==> src/rtl/router_port_pkg.sv <==
// Shared types and constants for the router endpoint port.
package router_port_pkg;

    localparam int BYTES_PER_PKT = 4;

    // Index of the final byte of a packet in a 2-bit byte counter.
    localparam logic [1:0] LAST_BYTE = 2'(BYTES_PER_PKT - 1);

    typedef struct packed {
        logic [3:0]  sourceID;
        logic [3:0]  destID;
        logic [23:0] data;
    } pkt_t;

    typedef enum logic {
        RX_IDLE,
        RX_RECV
    } rx_state_t;

    typedef enum logic [1:0] {
        TX_IDLE,
        TX_WAIT,
        TX_SEND
    } tx_state_t;

    // Wire byte idx of a packet: byte0 = {sourceID, destID}, then data MSB first.
    function automatic logic [7:0] pkt_byte(input pkt_t p, input logic [1:0] idx);
        case (idx)
            2'd0:    pkt_byte = {p.sourceID, p.destID};
            2'd1:    pkt_byte = p.data[23:16];
            2'd2:    pkt_byte = p.data[15:8];
            default: pkt_byte = p.data[7:0];
        endcase
    endfunction

endpackage

==> src/rtl/router_port_fifo.sv <==
// pkt_fifo: power-of-2 depth FIFO with combinational head read.
// A push into a full FIFO is accepted when a pop happens in the same cycle.
module pkt_fifo #(
    parameter int WIDTH = 32,
    parameter int DEPTH = 4
) (
    input  logic             clk,
    input  logic             rst_b,
    input  logic             i_push,
    input  logic [WIDTH-1:0] i_data,
    input  logic             i_pop,
    output logic [WIDTH-1:0] o_data,
    output logic             o_empty,
    output logic             o_full
);

    localparam int AW = $clog2(DEPTH);
    localparam int CW = AW + 1;

    logic [WIDTH-1:0] r_mem [DEPTH];
    logic [AW-1:0]    r_wr_ptr;
    logic [AW-1:0]    r_rd_ptr;
    logic [CW-1:0]    r_count;
    logic             w_do_push;
    logic             w_do_pop;

    assign o_empty   = (r_count == '0);
    assign o_full    = (r_count == CW'(DEPTH));
    assign w_do_pop  = i_pop && !o_empty;
    assign w_do_push = i_push && (!o_full || w_do_pop);
    assign o_data    = r_mem[r_rd_ptr];

    // Storage write port.
    // NOTE: the array is not reset; r_count gates visibility, so stale contents are never observed.
    always_ff @(posedge clk) begin
        if (w_do_push) begin
            r_mem[r_wr_ptr] <= i_data;
        end
    end

    // Pointer and occupancy bookkeeping; pointers wrap naturally modulo DEPTH.
    always_ff @(posedge clk or negedge rst_b) begin
        if (!rst_b) begin
            r_wr_ptr <= '0;
            r_rd_ptr <= '0;
            r_count  <= '0;
        end else begin
            if (w_do_push) r_wr_ptr <= r_wr_ptr + AW'(1);
            if (w_do_pop)  r_rd_ptr <= r_rd_ptr + AW'(1);
            case ({w_do_push, w_do_pop})
                2'b10:   r_count <= r_count + CW'(1);
                2'b01:   r_count <= r_count - CW'(1);
                default: r_count <= r_count;
            endcase
        end
    end

endmodule

==> src/rtl/router_port.sv <==
// router_port: byte-serial endpoint link <-> packet interface to the core.
// Ingress assembles 4-byte wire packets into a packet FIFO; egress serialises
// one held packet at a time once the endpoint signals it is free.
module router_port
    import router_port_pkg::*;
#(
    parameter int RXDEPTH = 4
) (
    input  logic       clk,
    input  logic       rst_b,
    output logic       free_outbound,
    input  logic       put_outbound,
    input  logic [7:0] payload_outbound,
    input  logic       free_inbound,
    output logic       put_inbound,
    output logic [7:0] payload_inbound,
    output pkt_t       rx_pkt,
    output logic       rx_valid,
    input  logic       rx_pop,
    input  pkt_t       tx_pkt,
    input  logic       tx_valid,
    output logic       tx_ready,
    output logic       rx_err
);

    // ---------------- ingress ----------------
    rx_state_t   r_rx_state;
    logic [1:0]  r_rx_cnt;
    logic [7:0]  r_rx_byte0;
    logic [7:0]  r_rx_byte1;
    logic [7:0]  r_rx_byte2;
    logic        r_rx_err;
    logic        w_rx_push;
    logic [31:0] w_rx_word;
    logic [31:0] w_rx_head;
    logic        w_fifo_full;
    logic        w_fifo_empty;

    // Final byte goes straight from the wire into the FIFO, so the packet is visible next cycle.
    assign w_rx_push = (r_rx_state == RX_RECV) && put_outbound && (r_rx_cnt == LAST_BYTE);
    assign w_rx_word = {r_rx_byte0, r_rx_byte1, r_rx_byte2, payload_outbound};

    // Ingress framing FSM: collect bytes, abort on a gap, ignore puts while the buffer is full.
    always_ff @(posedge clk or negedge rst_b) begin
        if (!rst_b) begin
            r_rx_state <= RX_IDLE;
            r_rx_cnt   <= 2'd0;
            r_rx_byte0 <= 8'h00;
            r_rx_byte1 <= 8'h00;
            r_rx_byte2 <= 8'h00;
            r_rx_err   <= 1'b0;
        end else begin
            r_rx_err <= 1'b0;
            case (r_rx_state)
                RX_IDLE: begin
                    if (put_outbound && !w_fifo_full) begin
                        r_rx_byte0 <= payload_outbound;
                        r_rx_cnt   <= 2'd1;
                        r_rx_state <= RX_RECV;
                    end
                end
                RX_RECV: begin
                    if (put_outbound) begin
                        if (r_rx_cnt == 2'd1) r_rx_byte1 <= payload_outbound;
                        if (r_rx_cnt == 2'd2) r_rx_byte2 <= payload_outbound;
                        if (r_rx_cnt == LAST_BYTE) begin
                            r_rx_cnt   <= 2'd0;
                            r_rx_state <= RX_IDLE;
                        end else begin
                            r_rx_cnt <= r_rx_cnt + 2'd1;
                        end
                    end else begin
                        r_rx_err   <= 1'b1;
                        r_rx_cnt   <= 2'd0;
                        r_rx_state <= RX_IDLE;
                    end
                end
                default: r_rx_state <= RX_IDLE;
            endcase
        end
    end

    pkt_fifo #(
        .WIDTH ($bits(pkt_t)),
        .DEPTH (RXDEPTH)
    ) u_rx_fifo (
        .clk     (clk),
        .rst_b   (rst_b),
        .i_push  (w_rx_push),
        .i_data  (w_rx_word),
        .i_pop   (rx_pop),
        .o_data  (w_rx_head),
        .o_empty (w_fifo_empty),
        .o_full  (w_fifo_full)
    );

    // rst_b gating holds the handshake low during reset, when the FSM alone would read idle.
    assign free_outbound = rst_b && (r_rx_state == RX_IDLE) && !w_fifo_full;
    assign rx_pkt        = w_rx_head;
    assign rx_valid      = !w_fifo_empty;
    assign rx_err        = r_rx_err;

    // ---------------- egress ----------------
    tx_state_t  r_tx_state;
    logic [1:0] r_tx_cnt;
    pkt_t       r_tx_hold;

    // Egress FSM: hold one packet, wait for endpoint free, then stream four bytes.
    always_ff @(posedge clk or negedge rst_b) begin
        if (!rst_b) begin
            r_tx_state <= TX_IDLE;
            r_tx_cnt   <= 2'd0;
            r_tx_hold  <= '0;
        end else begin
            case (r_tx_state)
                TX_IDLE: begin
                    if (tx_valid) begin
                        r_tx_hold  <= tx_pkt;
                        r_tx_state <= TX_WAIT;
                    end
                end
                TX_WAIT: begin
                    if (free_inbound) begin
                        r_tx_cnt   <= 2'd0;
                        r_tx_state <= TX_SEND;
                    end
                end
                TX_SEND: begin
                    r_tx_cnt <= r_tx_cnt + 2'd1;
                    if (r_tx_cnt == LAST_BYTE) r_tx_state <= TX_IDLE;
                end
                default: r_tx_state <= TX_IDLE;
            endcase
        end
    end

    assign tx_ready    = rst_b && (r_tx_state == TX_IDLE);
    assign put_inbound = (r_tx_state == TX_SEND);

    // Select the outgoing byte; bus is forced to zero whenever no byte is being sent.
    always_comb begin
        // NOTE: default assigned first so every path drives the output and no latch is inferred.
        // NOTE: blocking assignments here -- this is combinational, not state.
        payload_inbound = 8'h00;
        if (r_tx_state == TX_SEND) begin
            payload_inbound = pkt_byte(r_tx_hold, r_tx_cnt);
        end
    end

endmodule

==> config.mk <==
export PLATFORM = sky130hd
export DESIGN_NAME = router_port
export DESIGN_NICKNAME = d
export VERILOG_FILES = /design/src/rtl/router_port_pkg.sv /design/src/rtl/router_port_fifo.sv /design/src/rtl/router_port.sv
export SDC_FILE = /design/constraint.sdc
export NUM_CORES = 1
export LEC_CHECK = 0
export BUFFER_PORTS_ARGS = -buffer_cell sky130_fd_sc_hd__buf_2
export CAP_MARGIN = 20
export CORE_UTILIZATION = 40
export CTS_CLUSTER_DIAMETER = 120
export CTS_CLUSTER_SIZE = 28
export DETAILED_ROUTE_END_ITERATION = 6
export GPL_ROUTABILITY_DRIVEN = 1
export PLACE_DENSITY = 0.56
export SKIP_CTS_REPAIR_TIMING = 1
export SLEW_MARGIN = 10
export SYNTH_ARGS = -nofsm -noshare
export SYNTH_HDL_FRONTEND = slang
export SYNTH_HIERARCHICAL = 1
export SYNTH_SLANG_ARGS = --single-unit
==> constraint.sdc <==
create_clock -name clk -period 5.3 [get_ports clk]
set_input_delay 0.53 -clock clk [delete_from_list [all_inputs] [get_ports clk]]
set_output_delay 0.53 -clock clk [all_outputs]
set_load 0.005 [all_outputs]
* Yosys cells after proc, flatten, opt, wreduce, memory -nomap -nowiden
Memories as Yosys holds them, arrays and structs flattened.
Index checks and enable logic that the tools add are counted.
Widths: inputs -> output; s select.
** Cells by class
- Add/sub/neg operators :: 6
- Equality and inequality tests :: 15
- Mux-type cells :: 21
- Bitwise logic cells :: 1
- Reductions and logical operators :: 22
** Operator list (count)
- $pmux 8 s3 :: 1
- $mux 2 :: 7
- $eq 2x2->1 const B :: 6
- $reduce_and 3->1 :: 3
- $add 2x1->2 const B :: 4
- $eq 2x1->1 const B :: 4
- $logic_and 1x1->1 :: 8
- $mux 8 :: 1
- $pmux 2 s2 :: 2
- $mux 1 :: 7
- $ne 2x2->1 const B :: 3
- $pmux 2 s3 :: 1
- $pmux 3 s2 :: 1
- $reduce_and 2->1 :: 3
- $logic_not 2->1 :: 2
- $reduce_bool 2->1 :: 2
- $add 3x1->3 const B :: 1
- $eq 3x3->1 const B :: 1
- $logic_not 3->1 :: 1
- $sub 3x1->3 const B :: 1
- $logic_not 1->1 :: 2
- $ne 2x1->1 const B :: 1
- $pmux 1 s2 :: 1
- $logic_or 1x1->1 :: 1
- $not 1->1 :: 1
** Word-level totals
- Flip-flop bits (word level) :: 71
- Bits in writable memories :: 128
- Bits of input ports :: 46
- Memories kept :: 1
** Memory list
- u_rx_fifo.r_mem :: depth 4, bits a word 32, read ports 1, clocked after memory_dff 0, wr ports 1, RTL line router_port_fifo.sv:20 : logic [WIDTH-1:0] r_mem [DEPTH];

* Longest topological paths before layout
Gate-level depths: netlist of run 1.
- Word-level depth :: 7
- Gate-level depth with buffers :: 10
- Depth with buffers taken out :: 10

* Modules after synthesis
The synthesis of run 1 kept the hierarchy.
** By module, submodules not included
- pkt_fifo :: instances 1, cells an instance 206, area an instance 5041.1 um^2, sequential area each 4018.9 um^2
- router_port :: instances 1, cells an instance 212, area an instance 2770.2 um^2, sequential area each 1601.5 um^2

* Least setup slack after synthesis of run 1
Ideal clock, no wire load.
- Path type :: reg2reg
- Start :: register u_rx_fifo.r_count[0]
- End :: register u_rx_fifo.r_count[2]
- Setup time :: 0.079 ns
- Arrival :: 2.038 ns
- Required time :: 5.221 ns
- Path slack :: 3.183 ns
- Stages on the path, launching flop included :: 10
- Period minus slack after synthesis :: 2.117 ns
- Cell sequence :: dfrtp_1 or3b_1 o21a_4 inv_1 ha_1 inv_1 fa_1 xor2_1 nor2_1 xor2_1
** On the way
- Word-level cells in the longest chain between the ends :: 7
** Ends and longest elaborated chain
- start: declaration :: RTL line router_port_fifo.sv:23 : logic [CW-1:0] r_count;
- start signal: assignment :: RTL line router_port_fifo.sv:51 : 2'b10: r_count <= r_count + CW'(1);
- start signal: assignment :: RTL line router_port_fifo.sv:52 : 2'b01: r_count <= r_count - CW'(1);
- start signal: assignment :: RTL line router_port_fifo.sv:53 : default: r_count <= r_count;
- $logic_not 3->1 :: RTL line router_port_fifo.sv:27 : assign o_empty = (r_count == '0);
- $logic_not 1->1 :: RTL line router_port_fifo.sv:29 : assign w_do_pop = i_pop && !o_empty;
- $logic_and 1x1->1 :: RTL line router_port_fifo.sv:29
- $logic_or 1x1->1 :: RTL line router_port_fifo.sv:30 : assign w_do_push = i_push && (!o_full || w_do_pop);
- $logic_and 1x1->1 :: RTL line router_port_fifo.sv:30
- $eq 2x1->1 / $eq 2x2->1 (equally long branches) :: RTL line router_port_fifo.sv:50 : case ({w_do_push, w_do_pop})
- $pmux 3 s2 / $reduce_bool 2->1 (equally long branches)
Several ways; a longest one is shown, not always the timed one.
A chain may end at the register's enable or synchronous reset.

==> out/results.ini, run 1 <==
[grt]
grt_use_total_pct=15.3
grt_max_degree=43
globalRouteMet3Util_pct=4.12
grt_pass1_wl_um=22400
grtUsageMet1_pct=19.7
busiest_layer=met2
grtUsageMet2_pct=25.1
antenna_found_initial=0
grt_pass1_vias=4066
overflow=0

[setup_path]
path_class=flip-flop to output port
cp-end-kind=output port
cp_cell_sequence=buf_4 -> mux4_2 -> buf_2
cp_slowest_cell=dfrtp_2
start_kind=flip-flop
path_max_fanout=20
cpLargestDelayFamily=flip-flops
path_buf_inv=2
required_ps=4770
arrival_ps=2280
slowest_delay_ps=670

[synthesis]
synthFlopType=edfxtp_1
ys_seq_area_share_pct=72.0
synthesis.instances=418
ys_warn_count=6
avgSynthCellArea_sq_um=18.7
synthArstFlopShare_pct=35.7
synth_nets=477
ys_types=38
synth_edf_count=128
yosys_register_bits=199
syn_area_sq_um=7810

[die]
die_y_um=142
io_pins=91
core_sq_um=18900
rows=50
start_util_pct=41.3
dieArea_sq_um=20100
die_w_um=142

[sta]
worst_slew_pin_slew_ps=997
period_share_pct=52.9
fin_setup_tns_ps=0
max_freq_ghz=0.356
finalHoldWorstSlack_ps=96.0
fin_crit_ps=2810
drv_slew=0
hold_viol=0
rsz0062_at_grt=no
slew_headroom_pct=33.6
clock_skew_ps=10.8
setup_viol=0

[pwr]
vdd_ir_drop_max_v=0.000236
leakage_nw=3.43
power_density_nw_per_um2=520

[cells_and_area]
fillers=1633
syn2layout_area_growth_pct=16.5
fin_nets=570
final_layout_size_suffix_gt1_share_pct=40.8
diodes=0

[clock_tree]
cts_max_level=4
cts.sinks=199
cts_max_path_buffers=2
cts_root_buffer=clkbuf_16
tritoncts=done
clk_pin_slew_worst_paths_ps=70
clock_latency_ps=420
cts_made_buffers=17

[route]
wl_per_cell_um=18.4
routed_wl_um=14400
remaining_drc_errors=0
dr.pass1.iters=4
vias=3954
drt_iter0_drc=219
ant_nets=0
viasPerCell=5.04

[placement]
gp_congestion=0.795
dp.final_hpwl_um=9140
io_buffers=90

[hold_path]
hold_path.class=primary input to asynchronous set/reset pin

[status]
status=complete, no violations

[run]
maxCapViolations=0

## per-stage QoR
step	area, sq um	setup WS [ps]	std cells	power [mW]	utilization [%]
CTS	9100	2410	784	4.81	48.2
global route	9100	2300	784	5.01	48.2
finish	9100	2490	784	4.74	48.2
global placement	8520	2860	752	3.50	45.1
floorplan	7810	3180	418	3.11	-
detailed placement	8520	2820	752	3.55	45.1
## final timing paths
check	slack (ps)	cells after the start	from	endpoint
setup / recovery	2490	3	u_rx_fifo/r_rd_ptr[0]	rx_pkt[15]
setup reg to reg	3050	9	u_rx_fifo/r_count[0]	u_rx_fifo/r_count[2]
hold / removal	100	1	rst_b	u_rx_fifo/r_count[1]
max in group asynchronous	4390	2	rst_b	r_tx_hold[20]
hold reg to reg	490	1	r_tx_hold[30]	r_tx_hold[30]
min in group clk	310	3	tx_pkt[2]	r_tx_hold[2]
## Yosys cell counts, drive strengths merged (2+ instances only)
master	n	area, sq um
ha	12	150
inv	22	82.6
xor2	3	26.3
and2	4	30.0
o32ai	2	17.5
dfrtp	71	1780
nor2	6	22.5
a221oi	8	70.1
nor3b	4	46.3
a22oi	8	60.1
nand2	11	41.3
o21ai	10	50.1
nand3	2	20.0
nor2b	2	12.5
mux2	49	556
a21oi	10	50.1
clkbuf	7	27.5
mux4	32	721
xnor2	4	35.0
buf	13	77.6
edfxtp	128	3840
## cell usage in the layout (no fill, tap or decap), types with 2 or more instances in the layout
master        n
nand3_2       2
inv_1        22
dfrtp_1      70
bufinv_16     2
edfxtp_1    128
ha_1         12
a21oi_1      10
xor2_1        3
inv_6         5
mux4_2       32
buf_2        89
buf_4         5
nor3b_1       2
clkinv_1      2
nand2_1      11
mux2_2       47
o21ai_0      10
and2_2        4
clkinvlp_4    3
clkbuf_16    17
nor3b_4       2
o32ai_1       2
nor2b_1       2
xnor2_1       4
a221oi_1      8
nor2_1        6
a22oi_1       8
## flip-flops by register name, indices dropped and copies added (netlist names), 2 cells and up
register / flops
r_tx_state: 2
u_rx_fifo/r_wr_ptr: 2
r_rx_cnt: 2
r_tx_hold: 32
r_tx_cnt: 2
u_rx_fifo/r_mem: 128
r_rx_byte1: 8
u_rx_fifo/r_rd_ptr: 2
r_rx_byte0: 8
r_rx_byte2: 8
u_rx_fifo/r_count: 3
## per-layer routing
layer  wire (um)  share of wire [%]
met1        6400                 44
met2        7120                 49
met3         665                4.6
met4         230                1.6
met5           0                  0
## power breakdown
part           total, mW  switching (mW)  leakage (nW)  internal [mW]
logic               1.18           0.538          1.15          0.641
registers           2.30           0.269          2.01           2.03
clock network       1.25           0.553         0.269          0.699
total               4.74            1.36          3.43           3.38
## final cells by class
cell class / instances / area, sq um / area share, %
Tap cell: 260 / 325 / 3.58
Multi-Input combinational cell: 177 / 2010 / 22.1
Sequential cell: 199 / 5620 / 61.8
Clock buffer: 18 / 429 / 4.72
Clock inverter: 14 / 148 / 1.62
Timing Repair Buffer: 94 / 483 / 5.31
Inverter: 22 / 82.6 / 0.908
## cell families after synthesis
kind of cell | count (synthesis) | share of synthesized area (%)
XOR/XNOR | 7 | 0.785
buffers and inverters | 42 | 2.40
adder cells (fa/ha/maj) | 13 | 2.18
AO/OA/AOI/OAI | 42 | 3.67
flip-flops | 199 | 72.0
multiplexers | 82 | 16.5
AND/OR/NAND/NOR | 33 | 2.55
Note: power is estimated with default switching activity, not from simulation.
==> run 2, diff against run 1 <==
--- a/config.mk
+++ b/config.mk
@@ -5,6 +5,7 @@
 export SDC_FILE = /design/constraint.sdc
 export NUM_CORES = 1
 export LEC_CHECK = 0
+export ABC_AREA = 1
 export BUFFER_PORTS_ARGS = -buffer_cell sky130_fd_sc_hd__buf_2
 export CAP_MARGIN = 20
 export CORE_UTILIZATION = 40
@@ -12,7 +13,7 @@
 export CTS_CLUSTER_SIZE = 28
 export DETAILED_ROUTE_END_ITERATION = 6
 export GPL_ROUTABILITY_DRIVEN = 1
-export PLACE_DENSITY = 0.56
+export PLACE_DENSITY = 0.58
 export SKIP_CTS_REPAIR_TIMING = 1
 export SLEW_MARGIN = 10
 export SYNTH_ARGS = -nofsm -noshare
==> constraint.sdc (replaced) <==
create_clock -name clk -period 2.3 [get_ports clk]
set_input_delay 0.23 -clock clk [delete_from_list [all_inputs] [get_ports clk]]
set_output_delay 0.23 -clock clk [all_outputs]
set_load 0.005 [all_outputs]
==> run 2 against run 1 <==
Combinational power increased to 3.1 times the previous value. Routed wire length is 17% higher. Sequential cell count stayed put. Critical path depth grew 2. Highest routed layer unchanged.
==> out/results.ini, run 2 <==
[route]
wl_per_cell_um=14.8
drt-met1-wl_um=7720
drt_iter0_drc=264
routed_wl_um=16900
remaining_drc_errors=0
dr.pass1.iters=4
ant_nets=0
viasPerCell=4.77
vias=5438
top_layer=met4
met2_length_um=8320
wl_met3_um=700

[die]
dieArea_sq_um=21300
rows=52
die_y_um=146
die_w_um=146
io_pins=91
start_util_pct=40.9
core_sq_um=20200

[synthesis]
synthFlopType=edfxtp_1
synth_top_cell_area_share_pct=46.5
avgSynthCellArea_sq_um=10.7
yosys_register_bits=199
ys_warn_count=6
synth_edf_count=128
netlist_top_cells_count=nand2_1, edfxtp_1, nor2_1
synthesis.instances=770
synth_top_area_cell=edfxtp_1
ys_types=22
synth_nets=829
synth_area_leaders=edfxtp_1, dfrtp_1, nand2_1, o21ai_1, nor2_1
synth.most_common_cell=nand2_1
syn_area_sq_um=8270
synthArstFlopShare_pct=35.7
ys_seq_area_share_pct=68.0

[cells_and_area]
post-route-util_pct=47.7
syn2layout_area_growth_pct=16.7
fin_nets=916
largest_reg_flops=128
reg_top3=u_rx_fifo/r_mem: 128 flops, r_tx_hold: 32 flops
stdcell_area_sq_um=9650
final_cell_mix=nand2_1, edfxtp_1, nor2_1
finalNonFillerCells=1141
largest-register=u_rx_fifo/r_mem
final_common_cell=nand2_1
final_layout_size_suffix_gt1_share_pct=17.7

[clock_tree]
clock_latency_ps=420
cts_root_buffer=clkbuf_16
cts.sinks=199
tritoncts=done
cts_made_buffers=17
clk_pin_slew_worst_paths_ps=80
cts_max_path_buffers=2
cts_max_level=4

[sta]
setup_slack_ps=141
fin_setup_tns_ps=0
period_share_pct=93.9
worst_slew_pin_slew_ps=507
rsz0062_at_grt=no
setup_viol=0
clock_skew_ps=10.4
hold_viol=0
drv_slew=0
fin_crit_ps=2160
finalHoldWorstSlack_ps=29.2
max_freq_ghz=0.463
slew_headroom_pct=66.2

[placement]
dp.final_hpwl_um=10600
placedCellCount=1106
io_buffers=90
gp_congestion=0.763
place_ws_ps=417
place_area_sq_um=9010

[pwr]
vdd_ir_drop_max_v=0.000504
leakage_nw=4.08
total_power_mw=11.9
power_density_nw_per_um2=1230

[setup_path]
path_class=flip-flop to output port
slowest_delay_ps=600
timing.critical_path.mode_cell=o21ai_1
path_max_fanout=66
start_kind=flip-flop
arrival_ps=1930
required_ps=2070
cp_slowest_cell=dfrtp_4
cp-end-kind=output port
cp_cell_sequence=inv_2 -> buf_12 -> o21ai_1 -> o21ai_1 -> buf_2

[run]
maxCapViolations=0

[hold_path]
hold_path.class=primary input to flip-flop

[grt]
grt_pass1_wl_um=27700
grt_use_total_pct=16.7
grt_max_degree=67
antenna_found_initial=1
overflow=0
grt_pass1_vias=5262

[status]
status=complete, no violations

-- run 2: cell types whose count changed after synthesis, sizes merged, moves of 4 or more --
cell / change
nor2: +119
mux2: -49
nor3b: -4
a22oi: -8
and2: -4
inv: +9
a221oi: -8
o21ai: +115
a21oi: -10
nand3: +42
buf: +16
nand2: +179
mux4: -32
-- run 2: report_power, final --
| part | internal (mW) | total (mW) | leakage (nW) | switching, mW |
|---|---|---|---|---|
| Clock | 1.57 | 3.00 | 0.292 | 1.43 |
| Combinational | 1.35 | 3.64 | 1.74 | 2.29 |
| Sequential | 4.67 | 5.24 | 2.05 | 0.573 |
| Total | 7.59 | 11.9 | 4.08 | 4.29 |
-- run 2: worst paths after layout --
check / from / to / slack, ps / depth (start not counted)
worst max-delay path: u_rx_fifo/r_rd_ptr[0] / rx_pkt[3] / 140 / 5
worst min-delay path: tx_pkt[5] / r_tx_hold[5] / 30 / 3
worst max register to register: r_rx_cnt[0] / u_rx_fifo/r_count[1] / 390 / 8
worst min register to register: r_tx_hold[7] / r_tx_hold[7] / 470 / 2
max in group asynchronous: rst_b / r_rx_byte2[1] / 1330 / 3
min in group asynchronous: rst_b / r_tx_hold[5] / 240 / 2
-- run 2: final cells by class --
cell class	instances	area [sq um]
Antenna cell	1	2.50
Clock buffer	17	425
Clock inverter	15	185
Fill cell	1877	10600
Inverter	31	116
Multi-Input combinational cell	502	2300
Sequential cell	199	5620
Tap cell	270	338
Timing Repair Buffer	106	657
-- run 2: cells by family (layout without fill, tap and decap cells) --
group	count (synthesis)	count (layout)	synth area share [%]
AO/OA/AOI/OAI	125	125	7.57
XOR/XNOR	1	1	0.106
adder cells (fa/ha/maj)	13	13	2.06
buffers and inverters	69	169	4.60
flip-flops	199	199	68.0
other	0	1	0
AND/OR/NAND/NOR	363	363	17.7
-- run 2: routing by layer --
metal,vias up,track usage [%]
met5,-,0
li1,2757,-
met3,14,3.98
met2,112,28.1
met4,0,3.89
met1,2555,21.7
-- run 2: worst max-delay path: cells and delay by family, from the launching register on --
| family | cells | cell delay [ps] |
|---|---|---|
| flip-flops | 1 | 600 |
| buffers and inverters | 3 | 540 |
| AO/OA/AOI/OAI | 2 | 320 |
